`src/rtl/wb_pkg.sv`:
```
// Shared Wishbone definitions: cycle-type and burst-type codes, and the
// state encoding used by the BRAM arbiter.
package wb_pkg;

    localparam logic [2:0] CTI_CLASSIC = 3'b000;
    localparam logic [2:0] CTI_CONST   = 3'b001;
    localparam logic [2:0] CTI_INC     = 3'b010;
    localparam logic [2:0] CTI_NI      = 3'b100;
    localparam logic [2:0] CTI_END     = 3'b111;

    localparam logic [1:0] BTE_LINEAR  = 2'b00;
    localparam logic [1:0] BTE_FOUR    = 2'b01;
    localparam logic [1:0] BTE_EIGHT   = 2'b10;
    localparam logic [1:0] BTE_SIXTEEN = 2'b11;

    typedef enum logic [1:0] {
        IDLE = 2'd0,
        BUSY = 2'd1,
        GAP  = 2'd2
    } arb_state_t;

    // An acked beat with one of these cycle types closes a bus cycle.
    function automatic logic cti_is_boundary(input logic [2:0] cti);
        return (cti == CTI_CLASSIC) || (cti == CTI_END);
    endfunction

endpackage

```
`src/rtl/arbiter_rr_onehot.sv`:
```
// Combinational round-robin search: the first requester at or after ptr
// wins. The pointer register lives in the parent.
module arbiter_rr_onehot #(
    parameter int M  = 2,
    parameter int PW = (M > 1) ? $clog2(M) : 1
) (
    input  logic [M-1:0]  req,
    input  logic [PW-1:0] ptr,
    input  logic          en,
    output logic [M-1:0]  gnt
);

    logic [PW-1:0] idx;
    logic          found;

    always_comb begin
        gnt   = '0;
        found = 1'b0;
        idx   = '0;
        for (int k = 0; k < M; k++) begin
            idx = PW'((int'(ptr) + k) % M);
            if (en && !found && req[idx]) begin
                gnt[idx] = 1'b1;
                found    = 1'b1;
            end
        end
    end

endmodule

```
`src/rtl/wb_bram_arbiter.sv`:
```
// Round-robin arbiter sharing one BRAM Wishbone slave port between M masters,
// holding each grant for a whole bus cycle with a bounded beat budget.
module wb_bram_arbiter
    import wb_pkg::*;
#(
    parameter int M         = 2,
    parameter int Dw        = 32,
    parameter int Aw        = 10,
    parameter int SELw      = Dw / 8,
    parameter int CTIw      = 3,
    parameter int BTEw      = 2,
    parameter int MAX_BEATS = 16
) (
    input  logic              clk,
    input  logic              reset,
    input  logic [M*Dw-1:0]   m_dat_i,
    input  logic [M*SELw-1:0] m_sel_i,
    input  logic [M*Aw-1:0]   m_addr_i,
    input  logic [M*CTIw-1:0] m_cti_i,
    input  logic [M*BTEw-1:0] m_bte_i,
    input  logic [M-1:0]      m_stb_i,
    input  logic [M-1:0]      m_cyc_i,
    input  logic [M-1:0]      m_we_i,
    output logic [Dw-1:0]     m_dat_o,
    output logic [M-1:0]      m_ack_o,
    output logic [M-1:0]      m_err_o,
    output logic [M-1:0]      m_rty_o,
    output logic [Dw-1:0]     s_dat_o,
    output logic [SELw-1:0]   s_sel_o,
    output logic [Aw-1:0]     s_addr_o,
    output logic [CTIw-1:0]   s_cti_o,
    output logic [BTEw-1:0]   s_bte_o,
    output logic              s_stb_o,
    output logic              s_cyc_o,
    output logic              s_we_o,
    input  logic [Dw-1:0]     s_dat_i,
    input  logic              s_ack_i,
    input  logic              s_err_i,
    input  logic              s_rty_i,
    output logic [M-1:0]      grant_o
);

    localparam int PW = (M > 1) ? $clog2(M) : 1;
    localparam int BW = $clog2(MAX_BEATS + 1);

    arb_state_t    state, state_d;
    logic [M-1:0]  grant_q, grant_d, req, arb_gnt;
    logic [PW-1:0] ptr_q, ptr_d, gidx;
    logic [BW-1:0] beat_q, beat_d;
    logic          fwd, other_req, release_now;

    assign req = m_cyc_i & m_stb_i;

    arbiter_rr_onehot #(.M(M), .PW(PW)) u_rr (
        .req (req),
        .ptr (ptr_q),
        .en  (state == IDLE),
        .gnt (arb_gnt)
    );

    // With no grant the index falls back to master 0.
    always_comb begin
        gidx = '0;
        for (int i = 0; i < M; i++) begin
            if (grant_q[i]) gidx = PW'(i);
        end
    end

    // Responses and strobes are suppressed while reset is asserted so an
    // interrupted burst never sees a stray ack.
    assign fwd = (state == BUSY) && !reset;

    assign s_dat_o  = m_dat_i[int'(gidx)*Dw +: Dw];
    assign s_sel_o  = m_sel_i[int'(gidx)*SELw +: SELw];
    assign s_addr_o = m_addr_i[int'(gidx)*Aw +: Aw];
    assign s_cti_o  = m_cti_i[int'(gidx)*CTIw +: CTIw];
    assign s_bte_o  = m_bte_i[int'(gidx)*BTEw +: BTEw];
    assign s_cyc_o  = fwd & m_cyc_i[gidx];
    assign s_stb_o  = fwd & m_stb_i[gidx];
    assign s_we_o   = fwd & m_we_i[gidx];

    assign m_dat_o = s_dat_i;
    assign m_ack_o = {M{fwd & s_ack_i}} & grant_q;
    assign m_err_o = {M{fwd & s_err_i}} & grant_q;
    assign m_rty_o = {M{fwd & s_rty_i}} & grant_q;
    assign grant_o = grant_q;

    assign other_req   = |(req & ~grant_q);
    assign release_now = !m_cyc_i[gidx] ||
                         (s_ack_i && cti_is_boundary(s_cti_o) &&
                          (beat_q >= BW'(MAX_BEATS - 1)) && other_req);

    always_comb begin
        state_d = state;
        grant_d = grant_q;
        ptr_d   = ptr_q;
        beat_d  = beat_q;
        case (state)
            IDLE: begin
                if (|req) begin
                    state_d = BUSY;
                    grant_d = arb_gnt;
                    beat_d  = '0;
                end
            end
            BUSY: begin
                if (s_ack_i && (beat_q != BW'(MAX_BEATS))) beat_d = beat_q + 1'b1;
                if (release_now) begin
                    state_d = GAP;
                    grant_d = '0;
                    ptr_d   = (gidx == PW'(M - 1)) ? '0 : gidx + 1'b1;
                end
            end
            GAP:     state_d = IDLE;
            default: state_d = IDLE;
        endcase
    end

    always_ff @(posedge clk) begin
        if (reset) begin
            state   <= IDLE;
            grant_q <= '0;
            ptr_q   <= '0;
            beat_q  <= '0;
        end else begin
            state   <= state_d;
            grant_q <= grant_d;
            ptr_q   <= ptr_d;
            beat_q  <= beat_d;
        end
    end

endmodule

```
`config.mk`:
```
export PLATFORM = sky130hd
export DESIGN_NAME = wb_bram_arbiter
export DESIGN_NICKNAME = d
export VERILOG_FILES = /design/src/rtl/wb_pkg.sv /design/src/rtl/arbiter_rr_onehot.sv /design/src/rtl/wb_bram_arbiter.sv
export SDC_FILE = /design/constraint.sdc
export NUM_CORES = 1
export LEC_CHECK = 0
export ABC_CLOCK_PERIOD_IN_PS = 3950
export BUFFER_PORTS_ARGS = -buffer_cell sky130_fd_sc_hd__buf_4
export CORE_AREA = 2 2 92 94
export DETAILED_ROUTE_END_ITERATION = 10
export DIE_AREA = 0 0 94 96
export GPL_TIMING_DRIVEN = 0
export PLACE_DENSITY_LB_ADDON = 0.08
export SYNTH_ARGS = -nofsm -noshare
export SYNTH_HDL_FRONTEND = slang
export SYNTH_HIERARCHICAL = 1
export SYNTH_SLANG_ARGS = --single-unit
export TNS_END_PERCENT = 5
```
`constraint.sdc`:
```
create_clock -name clk -period 3.95 [get_ports clk]
set_input_delay 0.395 -clock clk [delete_from_list [all_inputs] [get_ports clk]]
set_output_delay 0.395 -clock clk [all_outputs]
set_load 0.02 [all_outputs]
```
# Word-level counts from Yosys, hierarchy flattened
# Cells that the tools add are included.
# word_totals
register_bits	10
inputBits	145
memories	0
ramBits	0
wordCells	91
output_inout_bits	94
romBits	0
latchBits	0
# classes
n_shift	5
add_sub_neg	3
muxes	28
bitwise_logic	13
order_cmp	6
n_div	0
eq_ne	6
n_reduce_logical	24
n_mul	2
# op_table
op	count
$shiftx 64x7->32	1
$shiftx 20x6->10	1
$mux 1	15
$mux 2	6
$and 2x2->2	5
$logic_and 1x1->1	10
$mux 5	2
$pmux 5 s2	1
$pmux 2 s2	2
$shiftx 8x4->4	1
$and 1x1->1	6
$lt 1x2->1 const B	3
$reduce_and 3->1	2
$shiftx 6x4->3	1
$add 5x1->5 const B	1
$ge 5x4->1 const B	1
$ne 5x5->1 const B	1
$mul 1x3->4 const B	1
$ne 2x2->1 const B	2
$reduce_and 2->1	2
$reduce_or 2->1	2
$shiftx 4x3->2	1
$eq 3x3->1 const B	1
$logic_not 1->1	3
12 further kinds	16

# Longest topological paths before layout
# depth
depth_word	11
mapped_depth	9
mapped_depth_nobuf	9

# Hierarchy
# Netlist, hierarchy kept.
# modules_own_cells
module	area_per_inst_um2	cells_each	n_inst	seq_area_each_um2
wb_bram_arbiter	1547.7	179	1	200.2
arbiter_rr_onehot	21.3	5	1	0.0

# Least setup slack after synthesis
# No wires, ideal clock.
# synth_timing
kind	reg-to-output
start	reg grant_q[1], in the netlist grant_o[1]
end	out s_dat_o[1]
required_ps	3555
t_arrival_ps	1361
path_stages_with_launch	5
path_slack_ps	2194
n_path_buf	3
cell_sequence	dfxtp_1 -> buf_6 -> buf_2 -> buf_1 -> mux2_2
# synth_between
elab_chain_cells	2
# synth_rtl
element	line_no	text
start: declaration	wb_bram_arbiter.sv:47	logic [M-1:0] grant_q, grant_d, req, arb_gnt;
start signal: assignment	wb_bram_arbiter.sv:127	grant_q <= grant_d;
$mux 1	wb_bram_arbiter.sv:65	if (grant_q[i]) gidx = PW'(i);
$shiftx 64x7->32	wb_bram_arbiter.sv:73	assign s_dat_o = m_dat_i[int'(gidx)*Dw +: Dw];
end: declaration	wb_bram_arbiter.sv:28	output logic [Dw-1:0] s_dat_o,
# No other way between the ends.

# Final worst setup path
# layout_timing
start	reg grant_q[1], in the netlist grant_o[1]
end	out s_dat_o[7]
# Same word-level chain as after synthesis.

==> impl_results.md <==
* CTS Root Cell: clkbuf_8
* Crit end category: output port
* # hold bufs at CTS at 0
* Synth area leaders: mux2_2, buf_4, dfxtp_1, mux2i_1, and3_1
* DR iter-0 viols at slightly below 90
* Area grow syn2layout at 110%
* Vias post-DR at about 2,100
* Clock Latency Late Sink at about 0.23 ns
* Sink Count at 10
* Max H-tree Level at 1
* Dpl cells at slightly below 500
* Area of the multi-input gates at roughly 0.0010 mm2
* Lkg Pwr at about 1.7 nW
* Final setup viols at 0
* Gr usage total at 0.175
* Fill cells at slightly below 900
* Die X at 94 um
* Critical Path Max Stage Delay at 0.50 ns
* Row count at 33
* Core area at a little over 0.008 mm2
* Die height at 96 um
* Setup TNS at 0 ns
* Crit path max fanout at 10
* Warning count from the yosys run at 6
* Clock Path Buffers at 2
* MaxCap Viol Count at 0
* ANT nets after route at 0
* Total CTS buffers at 3
* Layout cells sized above 1 at 0.761
* Peak supply drop at ~0.0001 V
* CTS tree: done
* Final WL at around 8500 um
* Clock skew at 0.00601 ns
* Critical path cell sequence: buf_6 -> buf_2 -> buf_1 -> mux2_2 -> buf_4
* Buffers on Ports at just over 200
* WL/cell at roughly 17 um
* Busiest grt layer: met2
* Vias/cell at ~4.1
* Max-slew violations at 0
* Final min period at around 2.4 ns
* Pwr Total at around 0.6 mW
* Setup ws final at 1.54 ns
* Largest net degree at the start of global routing at 11
* # DRC at 0
* Resized cells post-CTS at 0
* First-pass GRT wire length at approximately 12,000 um
* # Post-CTS Setup Buffers at 0
* Worst Hold Class: in -> reg
* Max Fclk at between 400 and 500 MHz
* Fin nets at 543
* Fin. Hold Viols at 0
* Initial antenna violation count at 0
* Pwr per Cell Area at around 180 mW/mm2
* Avg Inst Size Synth at approximately 8.5 um2
* Met1 Use GR at 0.234
* Worst Path Required at ~3.6 ns
* Final worst path period share at 0.609
* Starting density of the core at 0.195
* Clock-pin slew on the worst setup and hold paths at around 0.050 ns
* Yosys top cell area share at 0.344
* Met3 Resource Use GR at 0.0462
* Gp weighted congestion at a little over 0.8
* Worst-margin pin slew at 0.602 ns
* Syn Inst Count at roughly 180
* Grt total ovfl at 0
* Design area at 0.00329 mm2
* DIE AREA at roughly 0.009 mm2
* Post-synth cell types at 32
* Syn nets at approximately 330
* GRT met2 Usage at 0.289
* DP HPWL at 7570 um
* Critical path's slowest cell: buf_1
* Mapped cell area at between 0.0015 and 0.002 mm2
* Post-route insts no fill at ~500
* Setup slack, reg-to-reg at 2.06 ns
* FF+latch area at between 200 and 250 um2
* Status: complete, no violations
* Worst setup path class: reg -> out
* CP Launch Type: flop
* Seq cells post-synth at 10
* CP arrival at roughly 2.0 ns
* Placed instance area at around 0.0032 mm2
* RSZ-0062 raised after global routing: false
* Seq/Total Area, Yosys at 0.128
* Vias in the first global route at 2,009
* Antenna diodes at 0
* Rel. slew slack at 0.598
* Area leader, netlist: mux2_2
* Pre-CTS WS at approximately 1.8 ns
* IO Count at roughly 240
* First-pass DRT Iterations at 4
[cells in the mapped netlist]
library cell,instances
a21oi_2,1
clkbuf_1,2
nand4_1,3
a21oi_1,7
and3_1,9
mux2_1,1
buf_1,1
a211oi_2,1
nand4bb_1,1
mux2_4,1
a22o_1,1
nor2_1,13
ha_1,3
o22ai_1,2
a31oi_1,1
buf_2,4
o21a_1,1
inv_1,10
mux2i_1,8
nor3_1,3
o211a_1,2
nor2b_1,3
nand2_1,8
nand2b_1,2
dfxtp_1,10
a211o_1,1
buf_4,33
buf_6,1
o21ai_0,1
o2111ai_2,1
mux2_2,48
nand3_1,1
[worst max-delay path: cells and delay by family (launching register included)]
family                 cells  cell delay, ns
buffers and inverters      4            1.02
flip-flops                 1            0.34
multiplexers               1            0.41
[layout make-up]
cell class / instances / share of cell area
buffer: 41 / 0.0883
clock buffer: 3 / 0.0126
inverter: 10 / 0.0114
multi-input combinational: 123 / 0.317
sequential: 10 / 0.0609
tap: 105 / 0.0400
timing repair buffer: 206 / 0.470
[path summary, 6_finish.rpt]
kind / start / endpoint / depth (start not counted)
max: grant_o[1] / s_dat_o[7] / 5
min: m_cyc_i[1] / grant_o[1] / 3
max reg2reg: grant_o[1] / ptr_q / 6
min reg2reg: beat_q[2] / beat_q[2] / 2
[sequential cells by signal, indices dropped and copies added, names as in the netlist]
name / flops
ptr_q: 1
grant_o: 2
beat_q: 5
state: 2
[report_power, final]
group          total, mW  internal (mW)  switching [mW]
logic              0.370          0.203           0.168
registers          0.110          0.105         0.00506
clock network      0.103         0.0664          0.0364
total              0.583          0.374           0.209
[kinds of logic after synthesis]
family                     after synthesis  synth area share
muxes                                   58             0.412
buffers and inverters                   51             0.209
and+or+nand+nor                         43             0.138
AOI/OAI and AO/OA                       19            0.0893
DFF                                     10             0.128
adders and majority gates                3            0.0239
[metrics by stage]
stage                util  hold slack [ns]
floorplan               -            0.506
global placement    0.403            0.537
detailed placement  0.403            0.535
CTS                 0.408            0.489
global route        0.408            0.501
finish              0.408            0.497
[layout by cell type (no fill, tap or decap), types with 3 or more instances in the layout]
master    netlist  final
buf_4          33    239
mux2_2         48     48
nor2_1         13     13
inv_1          10     10
dfxtp_1        10     10
and3_1          9      9
mux2i_1         8      8
nand2_1         8      8
a21oi_1         7      7
buf_2           4      4
nor2b_1         3      3
nor3_1          3      3
nand4_1         3      3
ha_1            3      3
clkbuf_8        0      3
[metal layers]
metal  vias to the layer above  wire (um)
met5                         -          0
met4                         0         67
met3                         4        776
met2                       122       3800
met1                       901       3860
li1                       1036          -
Note: power is estimated with default switching activity, not from simulation.
